### config.mk
export PLATFORM = sky130hd
export DESIGN_NAME = input_tick_gen
export DESIGN_NICKNAME = d
export VERILOG_FILES = /design/src/rtl/input_tick_gen.sv
export SDC_FILE = /design/constraint.sdc
export NUM_CORES = 1
export LEC_CHECK = 0
export BUFFER_PORTS_ARGS = -buffer_cell sky130_fd_sc_hd__buf_2
export CAP_MARGIN = 20
export CORE_MARGIN = 4
export CORE_UTILIZATION = 55
export CTS_BUF_LIST = sky130_fd_sc_hd__clkbuf_4 sky130_fd_sc_hd__clkbuf_8 sky130_fd_sc_hd__clkbuf_16
export DETAILED_ROUTE_END_ITERATION = 6
export PLACE_DENSITY = 0.77
export SLEW_MARGIN = 25
export SYNTH_ARGS = -nofsm -noshare
export SYNTH_HDL_FRONTEND = slang
export SYNTH_SLANG_ARGS = --single-unit
### constraint.sdc
create_clock -name clk -period 2.4 [get_ports clk]
set_clock_uncertainty 0.15 [all_clocks]
set_input_delay 0.48 -clock clk [delete_from_list [all_inputs] [get_ports clk]]
set_output_delay 0.48 -clock clk [all_outputs]
set_load 0.01 [all_outputs]
### src/rtl/input_tick_gen.sv
// Button conditioning (sync, debounce, up-press latch) and two-phase game tick
// strobe generator feeding the player controller and physics.
module input_tick_gen #(
    parameter int unsigned TICK_PERIOD     = 416667,
    parameter int unsigned TICK_W          = 19,
    parameter int unsigned DEBOUNCE_CYCLES = 65535,
    parameter int unsigned DEB_W           = 16
) (
    input  logic       clk,
    input  logic       reset,
    input  logic       btn_up_raw,
    input  logic       btn_down_raw,
    input  logic       pause,
    output logic [1:0] game_tick,
    output logic       button_up,
    output logic       button_down
);

    localparam int unsigned NUM_BTN = 2;
    localparam int unsigned BTN_UP  = 0;
    localparam int unsigned BTN_DN  = 1;

    localparam logic [TICK_W-1:0] TICK_LAST = TICK_W'(TICK_PERIOD - 1);
    localparam logic [DEB_W-1:0]  DEB_LAST  = DEB_W'(DEBOUNCE_CYCLES - 1);

    logic [NUM_BTN-1:0]            raw_c;
    logic [NUM_BTN-1:0]            s1;
    logic [NUM_BTN-1:0]            s2;
    logic [NUM_BTN-1:0]            stb;
    logic [NUM_BTN-1:0][DEB_W-1:0] dcnt;
    logic [NUM_BTN-1:0][DEB_W-1:0] dcnt_nxt_c;
    logic [NUM_BTN-1:0]            flip_c;
    logic                          up_rise_c;
    logic                          pend;
    logic [TICK_W-1:0]             tcnt;
    logic                          tick_wrap_c;

    assign raw_c = {btn_down_raw, btn_up_raw};

    // Debounce: count consecutive cycles the synchronised level disagrees with stb
    always_comb begin
        flip_c     = '0;
        dcnt_nxt_c = '0;
        for (int i = 0; i < int'(NUM_BTN); i++) begin
            if (s2[i] != stb[i]) begin
                if (dcnt[i] == DEB_LAST) begin
                    flip_c[i] = 1'b1;
                end else begin
                    dcnt_nxt_c[i] = dcnt[i] + DEB_W'(1);
                end
            end
        end
    end

    // A flip while s2 is high is necessarily a 0->1 transition of the stable level
    assign up_rise_c   = flip_c[BTN_UP] & s2[BTN_UP];
    assign tick_wrap_c = !pause && (tcnt == TICK_LAST);

    always_ff @(posedge clk) begin
        if (reset) begin
            s1        <= '0;
            s2        <= '0;
            stb       <= '0;
            dcnt      <= '0;
            pend      <= 1'b0;
            tcnt      <= '0;
            game_tick <= 2'b00;
        end else begin
            s1   <= raw_c;
            s2   <= s1;
            stb  <= stb ^ flip_c;
            dcnt <= dcnt_nxt_c;

            // Set wins over clear: a press arriving on a tick edge was not seen by that tick
            if (up_rise_c) begin
                pend <= 1'b1;
            end else if (game_tick[0]) begin
                pend <= 1'b0;
            end

            if (!pause) begin
                tcnt <= (tcnt == TICK_LAST) ? '0 : tcnt + TICK_W'(1);
            end

            // Phase 1 follows phase 0 unconditionally so a pair is never split by pause
            game_tick <= {game_tick[0], tick_wrap_c};
        end
    end

    assign button_up   = stb[BTN_UP] | pend;
    assign button_down = stb[BTN_DN];

endmodule

* Yosys cells after proc, flatten, opt, wreduce, memory -nomap -nowiden
Cells that the tools add are included.
Word-level totals: bits in registers 60, input port bits 5, output and inout bits 4, word-level logic and storage cells 33
Operators by class: $add $sub $neg 3, equal/unequal tests 5, muxes and demuxes 7, bitwise gates (word level) 5, reductions and logical operators 5
Operator list (count):
- $add A16 B1 Y16 const B | 2
- $eq A16 B16 Y1 const B | 2
- $add A19 B1 Y19 const B | 1
- $eq A19 B19 Y1 const B | 1
- $mux W19 | 1
- $mux W1 | 6
- $reduce_or A3 Y1 | 2
- $ne A1 B1 Y1 | 2
- $not A1 Y1 | 2
- $reduce_bool A2 Y1 | 1
- $xor A2 B2 Y2 | 1
- $and A1 B1 Y1 | 1
- $logic_and A1 B1 Y1 | 1
- $logic_not A1 Y1 | 1
- $or A1 B1 Y1 | 1

* Longest topological paths before layout
Gate-level depths: netlist of run 1.
depth in word-level cells 5, mapped depth 8, depth with buffers taken out 6

* Worst setup path before layout of run 1
No wires, ideal clock.
path type reg-to-reg, start reg tcnt[0], end reg tcnt[3], library setup time 116 ps, arrival time 2009 ps, required time 2134 ps, slack 125 ps, cell stages (with the launch flop) 8, path buffers 1, period minus slack after synthesis 2275 ps, path through dfxtp_1 inv_1 ha_1 or4b_1 or4_4 o31ai_4 buf_6 nor2_1
On the way: word-level cells in the longest chain between the ends 2, elaborated cells on any way between the ends 3, those cells by class add/sub (1); eq/ne (1); mux (1)
Ends and longest elaborated chain:
- start, declared | RTL line 35 | logic [TICK_W-1:0] tcnt;
- start signal, assigned | RTL line 82 | tcnt <= (tcnt == TICK_LAST) ? '0 : tcnt + TICK_W'(1);
- $add A19 B1 Y19 or $eq A19 B19 Y1 (tied branches) | RTL line 82
- $mux W19 (*) | RTL line 82
Every way passes the cells marked *; elsewhere a longest branch is shown, timed or not. A chain may end at the register's enable or synchronous reset.

* Worst setup path in the final report of run 1
start reg tcnt[0], end reg tcnt[10]
The elaborated chain is that of the path after synthesis.

==> flow_metrics.tcl, run 1 <==
set metrics [dict create \
    worstPathMaxFanout 12 \
    fin_crit_sh 0.935 \
    rsz0062_at_grt "false" \
    antenna_found_initial 0 \
    num_vias 2005 \
    drv_cap 0 \
    multiInputGateArea_um2 1350 \
    postCtsSetupBuffers 0 \
    n_antenna_cell 0 \
    synth_top_area_frac 0.456 \
    gr-usage-all-layers 0.172 \
    synthArstFlopShare 0 \
    slew_headroom 0.617 \
    coreArea_um2 4500 \
    worstSetupPathType "flip-flop to flip-flop" \
    dieArea_um2 5960 \
    rows 24 \
    ys_ff_latch 60 \
    fmax_mhz 446 \
    clk_latency_ns 0.33 \
    holdBufCountCts 0 \
    synthToLayoutAreaGrowth_pct 12.0 \
    synth_nets 307 \
    p_leak_nw 0.947 \
    ctsResizeCount 0 \
    p_int_mw 1.46 \
    end_kind "flip-flop" \
    max_stage_delay_ns 0.56 \
    outcome "completed" \
    cts_tree "yes" \
    clockPowerShare 0.432 \
    setup_viol 0 \
    grt_start_max_net_pins 17 \
    dpl_cell_area_um2 2780 \
    netSwitchingFraction 0.207 \
    required_ns 2.47 \
    fin_crit_ns 2.24 \
    path_cells "inv_1, ha_1, or4b_1, or4_4, o31ai_4, buf_4, nor2_1" \
    path_clk_slew_ns 0.06 \
    ir_drop_v 0.000397 \
    dpl.hpwl_um 3020 \
    drv_slew 0 \
    syn_area_per_cell_um2 8.90 \
    cp-start-kind "flip-flop" \
    cts_buffers 9 \
    synthCells 296 \
    synth_top_flop_cell "dfxtp_1" \
    wire_per_inst_um 11.9 \
    powerDensity_nw_per_um2 625 \
    layout-drive-gt1-share 0.122 \
    htree_levels 3 \
    whs_ns 0.220 \
    grt_pass1_vias 1876 \
    drtPass1Iterations 4 \
    regArea_um2 1200 \
    most-common-layout-cells "nor2_1, dfxtp_1, xnor2_1" \
    cts-root-buf "clkbuf_8" \
    dieHeight_um 77.2 \
    dpl_worst_slack_ns 0.127 \
    synth_cell_types 35 \
    p_sw_mw 0.381 \
    drc 0 \
    combPwrFrac 0.020 \
    io_buffers 8 \
    pin_count 9 \
    slowest_stage "or4_4" \
    yosys-top-cells-area "dfxtp_1, xnor2_1, nor2_1" \
    wl_um 4430 \
    yosys.area.top_type "dfxtp_1" \
    overflow 0 \
    design_area_um2 2950 \
    drt_iter0_markers 105 \
    yosysWarnings 0 \
    synth_seq_area_share 0.456 \
    final-hold-violation-count 0 \
    start_util 0.585 \
    arrival_ns 2.32 \
    gp_congestion 0.811 \
    worst_pin_slew_ns 0.570 \
    finalSetupTns_ns 0 \
    fillers 377 \
    hp-class "primary input to flip-flop" \
    setup_ws_ns 0.155 \
    mostFrequentLayoutCell "nor2_1" \
    seqPwrFrac 0.548 \
    nets 328 \
    drtAntennaViolNets 0 \
    grt_pass1_wl_um 8230 \
    synth-edff-count 0 \
    netlist_area_um2 2630 \
    dieWidth_um 77.2 \
    clock_path_buffers 2 \
    vias_per_cell 5.39 \
    cts.sinks 60 \
]
[power by group through the flow]
stage,clock network (mW),registers [mW],logic (mW)
finish,0.797,1.01,0.0371
global route,0.877,1.01,0.0437
CTS,0.826,1.01,0.0377
detailed placement,0,1.03,0.0376
global placement,0,1.03,0.0370
floorplan,0,1.03,0.0261
[routing by layer]
layer,global-route usage,part of all wire,up-vias,routed length [um]
met1,0.219,0.49,924,2160
met4,0.0765,0.019,0,82
li1,-,-,1043,-
met2,0.249,0.45,30,1980
met5,0,0,-,0
met3,0.0761,0.046,8,203
[kinds of logic after synthesis]
kind of cell | synth area share
mux | 0.00760
simple gates | 0.299
fa+ha+maj | 0.0285
compound gates | 0.0290
buf+inv | 0.0333
xor+xnor | 0.146
flops | 0.456
[synth_stat cells (3+ instances only)]
| cell type | instances |
|---|---|
| and4_1 | 3 |
| nand3_1 | 13 |
| nor4_1 | 11 |
| nor3_1 | 7 |
| dfxtp_1 | 60 |
| xnor2_1 | 31 |
| or3_1 | 4 |
| nand4_1 | 17 |
| nor2b_1 | 6 |
| ha_1 | 6 |
| a21oi_1 | 5 |
| clkbuf_1 | 7 |
| xor2_1 | 13 |
| nor2_1 | 62 |
| nand2_1 | 15 |
| inv_1 | 9 |
[worst paths after layout]
check,from,end,slack [ns],depth (start not counted)
hold reg to reg,s1[0]$_SDFF_PP0_,s2[0]$_SDFF_PP0_,0.28,1
hold / removal,btn_up_raw,s1[0]$_SDFF_PP0_,0.22,2
setup reg to reg,tcnt[0]$_SDFFE_PP0N_,tcnt[10]$_SDFFE_PP0N_,0.16,7
setup / recovery,tcnt[0]$_SDFFE_PP0N_,tcnt[10]$_SDFFE_PP0N_,0.16,7
[flip-flops by register name (all words and copies together), names as in the netlist, named ones only]
signal	flops
dcnt	32
tcnt	19
game_tick	2
s1	2
s2	2
pend	1
[stage by stage]
step | util | power (mW) | cells
floorplan | - | 1.06 | 296
global placement | 0.616 | 1.07 | 358
detailed placement | 0.616 | 1.07 | 358
CTS | 0.655 | 1.87 | 372
global route | 0.655 | 1.93 | 372
finish | 0.655 | 1.84 | 372
[layout make-up]
type | instances | area share
Tap cell | 52 | 0.0221
Clock buffer | 12 | 0.0560
Timing Repair Buffer | 20 | 0.0441
Sequential cell | 60 | 0.407
Multi-Input combinational cell | 217 | 0.456
Clock inverter | 2 | 0.00339
Inverter | 9 | 0.0115
[worst max-delay path, delay by kind of cell (launching register included)]
family | cells | cell delay (ns)
flops | 1 | 0.34
compound gates | 1 | 0.19
buf+inv | 2 | 0.28
simple gates | 3 | 1.04
fa+ha+maj | 1 | 0.13
(Power assumes the default switching activity.)
==> inputs of run 2 (changes only) <==
- REMOVE_ABC_BUFFERS: not set -> 1
==> flow_metrics.tcl, run 2 (synthesized netlist as in run 1, its figures left out) <==
set metrics [dict create \
    gr-usage-all-layers 0.178 \
    grt_start_max_net_pins 17 \
    grt_pass1_vias 1976 \
    htree_levels 3 \
    crit_start "tcnt[0]$_SDFFE_PP0N_" \
    path_clk_slew_ns 0.06 \
    synthToLayoutAreaGrowth_pct 14.4 \
    wl_um 4530 \
    grt_pass1_wl_um 8480 \
    fin_crit_sh 0.933 \
    crit_end "tcnt[14]$_SDFFE_PP0N_" \
    clock_path_buffers 2 \
    coreArea_um2 4500 \
    start_util 0.585 \
    hold_depth 2 \
    dieHeight_um 77.2 \
    p_leak_nw 0.977 \
    required_ns 2.48 \
    power_mw 2.08 \
    most-common-layout-cells "nor2_1, dfxtp_1, xnor2_1" \
    overflow 0 \
    antenna_found_initial 0 \
    rr_endpoint "tcnt[14]$_SDFFE_PP0N_" \
    vias_per_cell 5.43 \
    dieArea_um2 5960 \
    cts-root-buf "clkbuf_8" \
    drtPass1Iterations 4 \
    cp-start-kind "flip-flop" \
    rsz0062_at_grt "false" \
    mostFrequentLayoutCell "nor2_1" \
    worst_pin_slew_ns 0.578 \
    wire_per_inst_um 12.1 \
    r2r_slack_ns 0.16 \
    end_kind "flip-flop" \
    num_vias 2032 \
    ctsResizeCount 0 \
    drc 0 \
    slew_headroom 0.611 \
    postCtsSetupBuffers 0 \
    cts_buffers 9 \
    nets 328 \
    io_buffers 8 \
    drv_slew 0 \
    hp-class "primary input to flip-flop" \
    layout-drive-gt1-share 0.127 \
    final-hold-violation-count 0 \
    setup_viol 0 \
    instances_no_fill 374 \
    top_register "dcnt" \
    dieWidth_um 77.2 \
    n_antenna_cell 0 \
    pin_count 9 \
    gp_congestion 0.771 \
    drt_iter0_markers 97 \
    drv_cap 0 \
    fin_crit_ns 2.24 \
    worstSetupPathType "flip-flop to flip-flop" \
    ir_drop_v 0.000641 \
    reg_top3 "dcnt x32, tcnt x19" \
    finalSetupTns_ns 0 \
    clk_latency_ns 0.33 \
    cts.sinks 60 \
    outcome "completed" \
    worstPathMaxFanout 12 \
    powerDensity_nw_per_um2 690 \
    fmax_mhz 446 \
    rows 24 \
    cts_tree "yes" \
    place_inst 358 \
    reg2regPathDepth 7 \
    largest_reg_flops 32 \
    arrival_ns 2.32 \
    drtAntennaViolNets 0 \
    rr_startpoint "tcnt[0]$_SDFFE_PP0N_" \
    dpl.hpwl_um 3170 \
    holdBufCountCts 0 \
]
[run 2: changes by cell type in the layout (fill, tap and decap cells not counted)]
cell       before  now
bufinv_16       0    2
buf_4          12   11
buf_6           0    1
[run 2: through the flow]
step	utilization	setup WS, ns	hold slack [ns]	cell area (um2)
CTS	0.668	0.115	0.212	3010
global placement	0.616	0.163	0.268	2780
finish	0.669	0.160	0.226	3010
detailed placement	0.616	0.134	0.275	2780
floorplan	-	0.0971	0.264	2580
global route	0.669	0.0330	0.234	3010
[run 2: power breakdown]
| part | switching [mW] | internal (mW) | leakage, nW | total [mW] |
|---|---|---|---|---|
| logic | 0.0213 | 0.0169 | 0.370 | 0.0382 |
| registers | 0.00686 | 1.00 | 0.484 | 1.01 |
| clock network | 0.366 | 0.665 | 0.122 | 1.03 |
| total | 0.394 | 1.69 | 0.977 | 2.08 |
[run 2: worst min-delay path by stage]
stage | startpoint | slack, ns | endpoint
after floorplan | s1[0]$_SDFF_PP0_ | 0.26 | s2[0]$_SDFF_PP0_
after global placement | s1[0]$_SDFF_PP0_ | 0.27 | s2[0]$_SDFF_PP0_
after detailed placement | s1[1]$_SDFF_PP0_ | 0.27 | s2[1]$_SDFF_PP0_
after CTS | btn_down_raw | 0.21 | s1[1]$_SDFF_PP0_
after global routing | btn_down_raw | 0.23 | s1[1]$_SDFF_PP0_
final | btn_down_raw | 0.23 | s1[1]$_SDFF_PP0_
[run 2: critical path, stage by stage, from the launching register on]
cell and delay [ns]:
dfxtp_1 0.35, inv_1 0.07, ha_1 0.12, or4b_1 0.43, or4_4 0.56, o31ai_4 0.21, buf_6 0.18, nor2_1 0.05
[run 2: cell type report]
type	count	area (um2)
well taps	52	65.1
inverters	9	33.8
fillers	376	1490
clock buffers	12	165
multi-input cells	217	1350
repair buffers	20	134
flip-flops and latches	60	1200
clock inverters	4	70.1
[run 2: per-layer routing]
| layer | GRT usage | wire, um |
|---|---|---|
| met1 | 0.210 | 2090 |
| met2 | 0.284 | 2140 |
| met3 | 0.0773 | 233 |
| met4 | 0.0676 | 63 |
| met5 | 0 | 0 |
